**src/rtl/hoeraa_accumulator.sv**
```systemverilog
// ---------------------------------------------------------------------------
// hoeraa_accumulator
//   Output-stationary accumulation stage downstream of the PE multiplier.
//   A group of unsigned products (terminated by in_last) is reduced to one
//   partial sum using HOERAA approximate addition. The first term of a group
//   is loaded exactly. Later terms go through hoeraa_adder. A carry out of
//   the accumulator saturates it to all ones and sets a sticky overflow flag.
//
// Ports
//   clk, rst           clock (rising edge), async active-high reset
//   in_valid/in_ready  product beat handshake
//   in_data            unsigned product, zero-extended to ACC_WIDTH
//   in_last            beat is the final term of its group
//   out_valid/out_ready result handshake
//   out_data           approximate saturated sum (0 while out_valid=0)
//   out_count          terms in group, saturating at 2^COUNT_WIDTH-1
//   out_overflow       saturation occurred somewhere in this group
// ---------------------------------------------------------------------------

// ---------------------------------------------------------------------------
// hoeraa_adder
//   HOERAA approximate adder, N = ADDER_LENGTH, k = IMPRECISE_PART-1.
//   Low bits [k-2:0] are forced to one, bit k-1 is an OR, bit k is
//   approximated, and only a[k]&b[k] carries into the exact upper part.
//
// Ports
//   i_a, i_b  addends (N bits)
//   o_sum     N+1 bit result, MSB is the exact carry-out
// ---------------------------------------------------------------------------
module hoeraa_adder #(
    parameter int ADDER_LENGTH   = 32,
    parameter int IMPRECISE_PART = 16
) (
    input  logic [ADDER_LENGTH-1:0] i_a,
    input  logic [ADDER_LENGTH-1:0] i_b,
    output logic [ADDER_LENGTH:0]   o_sum
);
    localparam int N = ADDER_LENGTH;
    localparam int K = IMPRECISE_PART - 1;

    logic           w_carry;
    logic [N-K-1:0] w_hi;   // upper exact bits plus carry-out

    assign w_carry = i_a[K] & i_b[K];
    assign w_hi    = {1'b0, i_a[N-1:K+1]} + {1'b0, i_b[N-1:K+1]}
                   + {{(N-K-1){1'b0}}, w_carry};

    generate
        if (K >= 2) begin : g_ones
            assign o_sum[K-2:0] = '1;
        end
    endgenerate

    assign o_sum[K-1]   = i_a[K-1] | i_b[K-1];
    // When both k bits are set, the carry leaves and bit k is recovered
    // from the k-1 pair. Otherwise bit k is a plain OR.
    assign o_sum[K]     = w_carry ? (i_a[K-1] & i_b[K-1]) : (i_a[K] | i_b[K]);
    assign o_sum[N:K+1] = w_hi;
endmodule

module hoeraa_accumulator #(
    parameter int DATA_WIDTH     = 16,
    parameter int ACC_WIDTH      = 32,
    parameter int IMPRECISE_PART = 16,
    parameter int COUNT_WIDTH    = 8
) (
    input  logic                   clk,
    input  logic                   rst,
    input  logic                   in_valid,
    output logic                   in_ready,
    input  logic [DATA_WIDTH-1:0]  in_data,
    input  logic                   in_last,
    output logic                   out_valid,
    input  logic                   out_ready,
    output logic [ACC_WIDTH-1:0]   out_data,
    output logic [COUNT_WIDTH-1:0] out_count,
    output logic                   out_overflow
);
    typedef enum logic [1:0] {
        S_IDLE  = 2'd0,
        S_ACCUM = 2'd1,
        S_HOLD  = 2'd2
    } state_t;

    state_t                 r_state;
    logic [ACC_WIDTH-1:0]   r_acc;
    logic [COUNT_WIDTH-1:0] r_count;
    logic                   r_ovf;
    logic                   r_out_valid;

    logic [ACC_WIDTH-1:0]   w_in_ext;
    logic [ACC_WIDTH:0]     w_sum;
    logic                   w_beat;

    always_comb begin
        w_in_ext                 = '0;
        w_in_ext[DATA_WIDTH-1:0] = in_data;
    end

    hoeraa_adder #(
        .ADDER_LENGTH   (ACC_WIDTH),
        .IMPRECISE_PART (IMPRECISE_PART)
    ) u_add (
        .i_a   (r_acc),
        .i_b   (w_in_ext),
        .o_sum (w_sum)
    );

    assign in_ready = (r_state != S_HOLD);
    assign w_beat   = in_valid & in_ready;

    always_ff @(posedge clk or posedge rst) begin
        if (rst) begin
            r_state     <= S_IDLE;
            r_acc       <= '0;
            r_count     <= '0;
            r_ovf       <= 1'b0;
            r_out_valid <= 1'b0;
        end else begin
            case (r_state)
                S_IDLE: begin
                    if (w_beat) begin
                        // First term is loaded exactly, no approximate add.
                        r_acc   <= w_in_ext;
                        r_count <= COUNT_WIDTH'(1);
                        r_ovf   <= 1'b0;
                        if (in_last) begin
                            r_state     <= S_HOLD;
                            r_out_valid <= 1'b1;
                        end else begin
                            r_state <= S_ACCUM;
                        end
                    end
                end
                S_ACCUM: begin
                    if (w_beat) begin
                        if (w_sum[ACC_WIDTH]) begin
                            r_acc <= '1;
                            r_ovf <= 1'b1;
                        end else begin
                            r_acc <= w_sum[ACC_WIDTH-1:0];
                        end
                        if (r_count != '1)
                            r_count <= r_count + COUNT_WIDTH'(1);
                        if (in_last) begin
                            r_state     <= S_HOLD;
                            r_out_valid <= 1'b1;
                        end
                    end
                end
                S_HOLD: begin
                    if (out_ready) begin
                        r_acc       <= '0;
                        r_count     <= '0;
                        r_ovf       <= 1'b0;
                        r_out_valid <= 1'b0;
                        r_state     <= S_IDLE;
                    end
                end
                default: r_state <= S_IDLE;
            endcase
        end
    end

    // Result fields are gated so the drain stage never sees stale sums.
    assign out_valid    = r_out_valid;
    assign out_data     = r_out_valid ? r_acc   : '0;
    assign out_count    = r_out_valid ? r_count : '0;
    assign out_overflow = r_out_valid & r_ovf;
endmodule

```
**config.mk**
```make
export PLATFORM = sky130hd
export DESIGN_NAME = hoeraa_accumulator
export DESIGN_NICKNAME = d
export VERILOG_FILES = /design/src/rtl/hoeraa_accumulator.sv
export SDC_FILE = /design/constraint.sdc
export NUM_CORES = 1
export LEC_CHECK = 0
export ABC_AREA = 0
export CORE_ASPECT_RATIO = 2
export CORE_MARGIN = 2
export CORE_UTILIZATION = 45
export DETAILED_ROUTE_END_ITERATION = 12
export PLACE_DENSITY = 0.76
export REMOVE_ABC_BUFFERS = 1
export SYNTH_ARGS = -nofsm -noshare
export SYNTH_HDL_FRONTEND = slang
export SYNTH_SLANG_ARGS = --single-unit
```
**constraint.sdc**
```tcl
create_clock -name clk -period 2.1 [get_ports clk]
set_input_delay 0.42 -clock clk [delete_from_list [all_inputs] [get_ports clk]]
set_output_delay 0.42 -clock clk [all_outputs]
set_load 0.01 [all_outputs]
```
==> impl_results.md <==
* Status: finished, violations left
* Failing checks: DRC, setup timing
* Number of diodes at 0
* Final Instance Area at 4183 µm²
* Num rows at 39
* Number of clock sinks at 44
* Tot GR Track Use at 23.78%
* Leakage at 1.753 nW
* Seq/Total Area, Yosys at roughly 40%
* Reg-to-Reg End: r_acc[29]$_DFFE_PP0P_
* WL/cell at 17.01 µm
* Maxcap violations at 0
* Worst setup EP type: register
* Main flop type after synthesis: dfrtp_1
* Die span in y at between 100 and 150 µm
* Max Clk Rate at 452.6 MHz
* Synth async-reset ratio at 100.0%
* Avg Cell Area, Syn at 8.694 µm²
* Register Area at 1102 µm²
* Share of cells above drive strength 1 at 25.43%
* Post-synthesis cell type count at 39
* Mapped cell area at 2695 µm²
* Crit. Startpoint: r_acc[15]$_DFFE_PP0P_
* Root Driver: clkbuf_16
* Max Slew Vio Count at 0
* Fill cells at approximately 420
* Post-synthesis cell count at 310
* Final Routed Wirelength at 7994 µm
* GR Overflow Total at 0
* Die width at 58.72 µm
* RSZ-0062 raised after global routing: true
* Crit-path max FO at 4
* Placer Congestion at 0.8692
* Drt initial violations at approximately 100
* Final Hold Vio Count at 0
* Final Cycle Share at 105.2%
* CTS tree: yes
* Core area at around 5800 µm²
* Synth warn at 0
* Reg2reg setup slack at -0.11 ns
* Dpl cells at 450
* Total CTS buffers at 5
* Critical path arrival at around 2.4 ns
* DR vias at 2768
* Setup Skew at between 0.004 and 0.005 ns
* Max Buffers Root-to-Sink at 2
* Global-route wire length before repair at 12520 µm
* Hold crit path type: input port to async pin
* Drt first pass iters at 9
* Tmin final at 2.209 ns
* VDD IR-drop max at 1.354 mV
* Die Area at between 6000 and 7000 µm²
* Kind of start point of the critical path: register
* Reg2reg start: r_acc[15]$_DFFE_PP0P_
* Slew margin rel. at 59.58%
* Vias per inst at 5.889
* H-tree depth at 2
* Initial core utilization at 46.81%
* Post-Layout Cell Count at 470
* Setup ws final at -0.1095 ns
* Largest net degree at the start of global routing at 45
* #FFs+latches synth at 44
* CP required at roughly 2.3 ns
* Worst skew pair latency at approximately 0.29 ns
* Reg2reg path depth at 7
* PD cells at between 1000 and 1500 nW/µm²
* Number of global-route vias before repair at 2699
* # DRC at 2
* Layout Nets at 436
* Hpwl dp at 5184 µm
* Top-Level Pins at 64
* DP Area at 3652 µm²
* Final setup viols at 17
* Initial antenna violation count at 0
* Layout area overhead at 55.20%
* Critical Setup Path Class: register to register
* CTS clk-pin slew, worst paths at 0.07 ns
* Antenna Nets Post-Route at 0
* Layout Utilization at 72.64%
* Hold_buf cts at 0
* Least-Margin Pin Slew at 0.6048 ns
* Area of the multi-input gates at about 1700 µm²
* Port bufs at 63
* EDFF count, synth at 0
worst max-delay path, stage by stage, from the launching register on:
cell and delay [ns]:
dfrtp_1 0.40, and2_4 0.18, ha_4 0.17, ha_4 0.16
and3_1 0.19, a2111oi_1 0.61, a31oi_1 0.16, o22a_1 0.22
worst max-delay path by stage:
stage / endpoint / slack, ns
3_5_place_dp: r_acc[24]$_DFFE_PP0P_ / -0.67
5_1_grt: r_count[5]$_DFFE_PP0P_ / -0.15
4_1_cts: r_count[7]$_DFFE_PP0P_ / -0.08
2_1_floorplan: r_count[0]$_DFFE_PP0P_ / -0.91
6_report: r_acc[29]$_DFFE_PP0P_ / -0.11
3_3_place_gp: r_acc[24]$_DFFE_PP0P_ / -0.58
logic make-up after synthesis:
| kind of cell | share of synthesized area (%) |
|---|---|
| compound gates | 23.07 |
| fa+ha+maj | 3.250 |
| buf+inv | 4.689 |
| flops | 40.85 |
| simple gates | 28.13 |
power breakdown:
part | leakage (nW) | switching (mW) | total, mW | internal [mW]
Clock | 0.0804 | 0.347 | 0.913 | 0.566
Combinational | 1.10 | 1.49 | 3.13 | 1.64
Sequential | 0.570 | 0.138 | 1.21 | 1.07
layout make-up:
cell class                 instances  share of cell area (%)
clock inverter                     3                   1.107
tap                               61                   1.825
sequential                        44                   26.35
timing repair buffer             115                   26.59
clock buffer                       5                   2.991
multi-input combinational        235                   40.50
inverter                           7                  0.6282
flip-flops by register name (all words and copies together), names as in the netlist:
register / cells
r_acc: 32
out_valid: 1
r_ovf: 1
r_state: 2
r_count: 8
cell usage in the layout, fill, tap and decap left out, types with 3 or more instances in the layout:
cell type	n
clkdlybuf4s50_1	60
and2_1	44
dfrtp_1	43
buf_4	38
a31oi_1	22
nor2_1	19
nand2b_1	16
a21oi_1	14
o21ai_0	14
nand2_1	13
buf_6	9
nand3_1	8
nand4_1	7
nor2_2	6
a21oi_2	6
inv_1	5
o31ai_2	5
clkbuf_16	5
o31ai_1	4
nor3_1	4
ha_4	4
buf_12	4
and3_1	3
and4_1	3
a41oi_2	3
o22a_1	3
ha_1	3
through the flow:
step / total power [mW] / hold WS (ns) / setup TNS [ns] / worst slack, ns
global route: 5.570 / 0.5180 / -3.022 / -0.1523
detailed placement: 3.803 / 0.5033 / -14.88 / -0.6652
finish: 5.248 / 0.4949 / -0.5957 / -0.1095
CTS: 4.921 / 0.5111 / -0.3316 / -0.07641
global placement: 3.757 / 0.4993 / -13.11 / -0.5821
floorplan: 2.535 / 0.4550 / -18.89 / -0.9114
per-layer routing:
metal / share of wire [%] / GRT usage, % / vias up
met5: 0 / 0 / -
met4: 3.6 / 11.21 / 0
met3: 3.0 / 2.381 / 22
met2: 57 / 43.19 / 70
met1: 36 / 26.56 / 1348
li1: - / - / 1328
synthesized netlist by cell type, types with 4 or more instances:
cell type	number	share of area, %
nand4_1	7	1.6
a31oi_1	23	5.3
o31ai_1	9	2.5
o21ai_0	17	3.2
nor2_1	25	3.5
a21oi_1	21	3.9
nand2_1	13	1.8
nand3_1	9	1.7
and2_1	45	10
ha_1	7	3.2
dfrtp_1	44	41
nor3_1	4	0.74
inv_1	7	0.98
clkbuf_1	21	2.9
nand2b_1	16	3.7
repair_timing:
action,CTS,global route
resized for setup,29,37
gates cloned,0,1
setup endpoints to repair,48,36
setup buffers,7,4
pin swaps,12,8
Power figures use the tool's default switching activity.
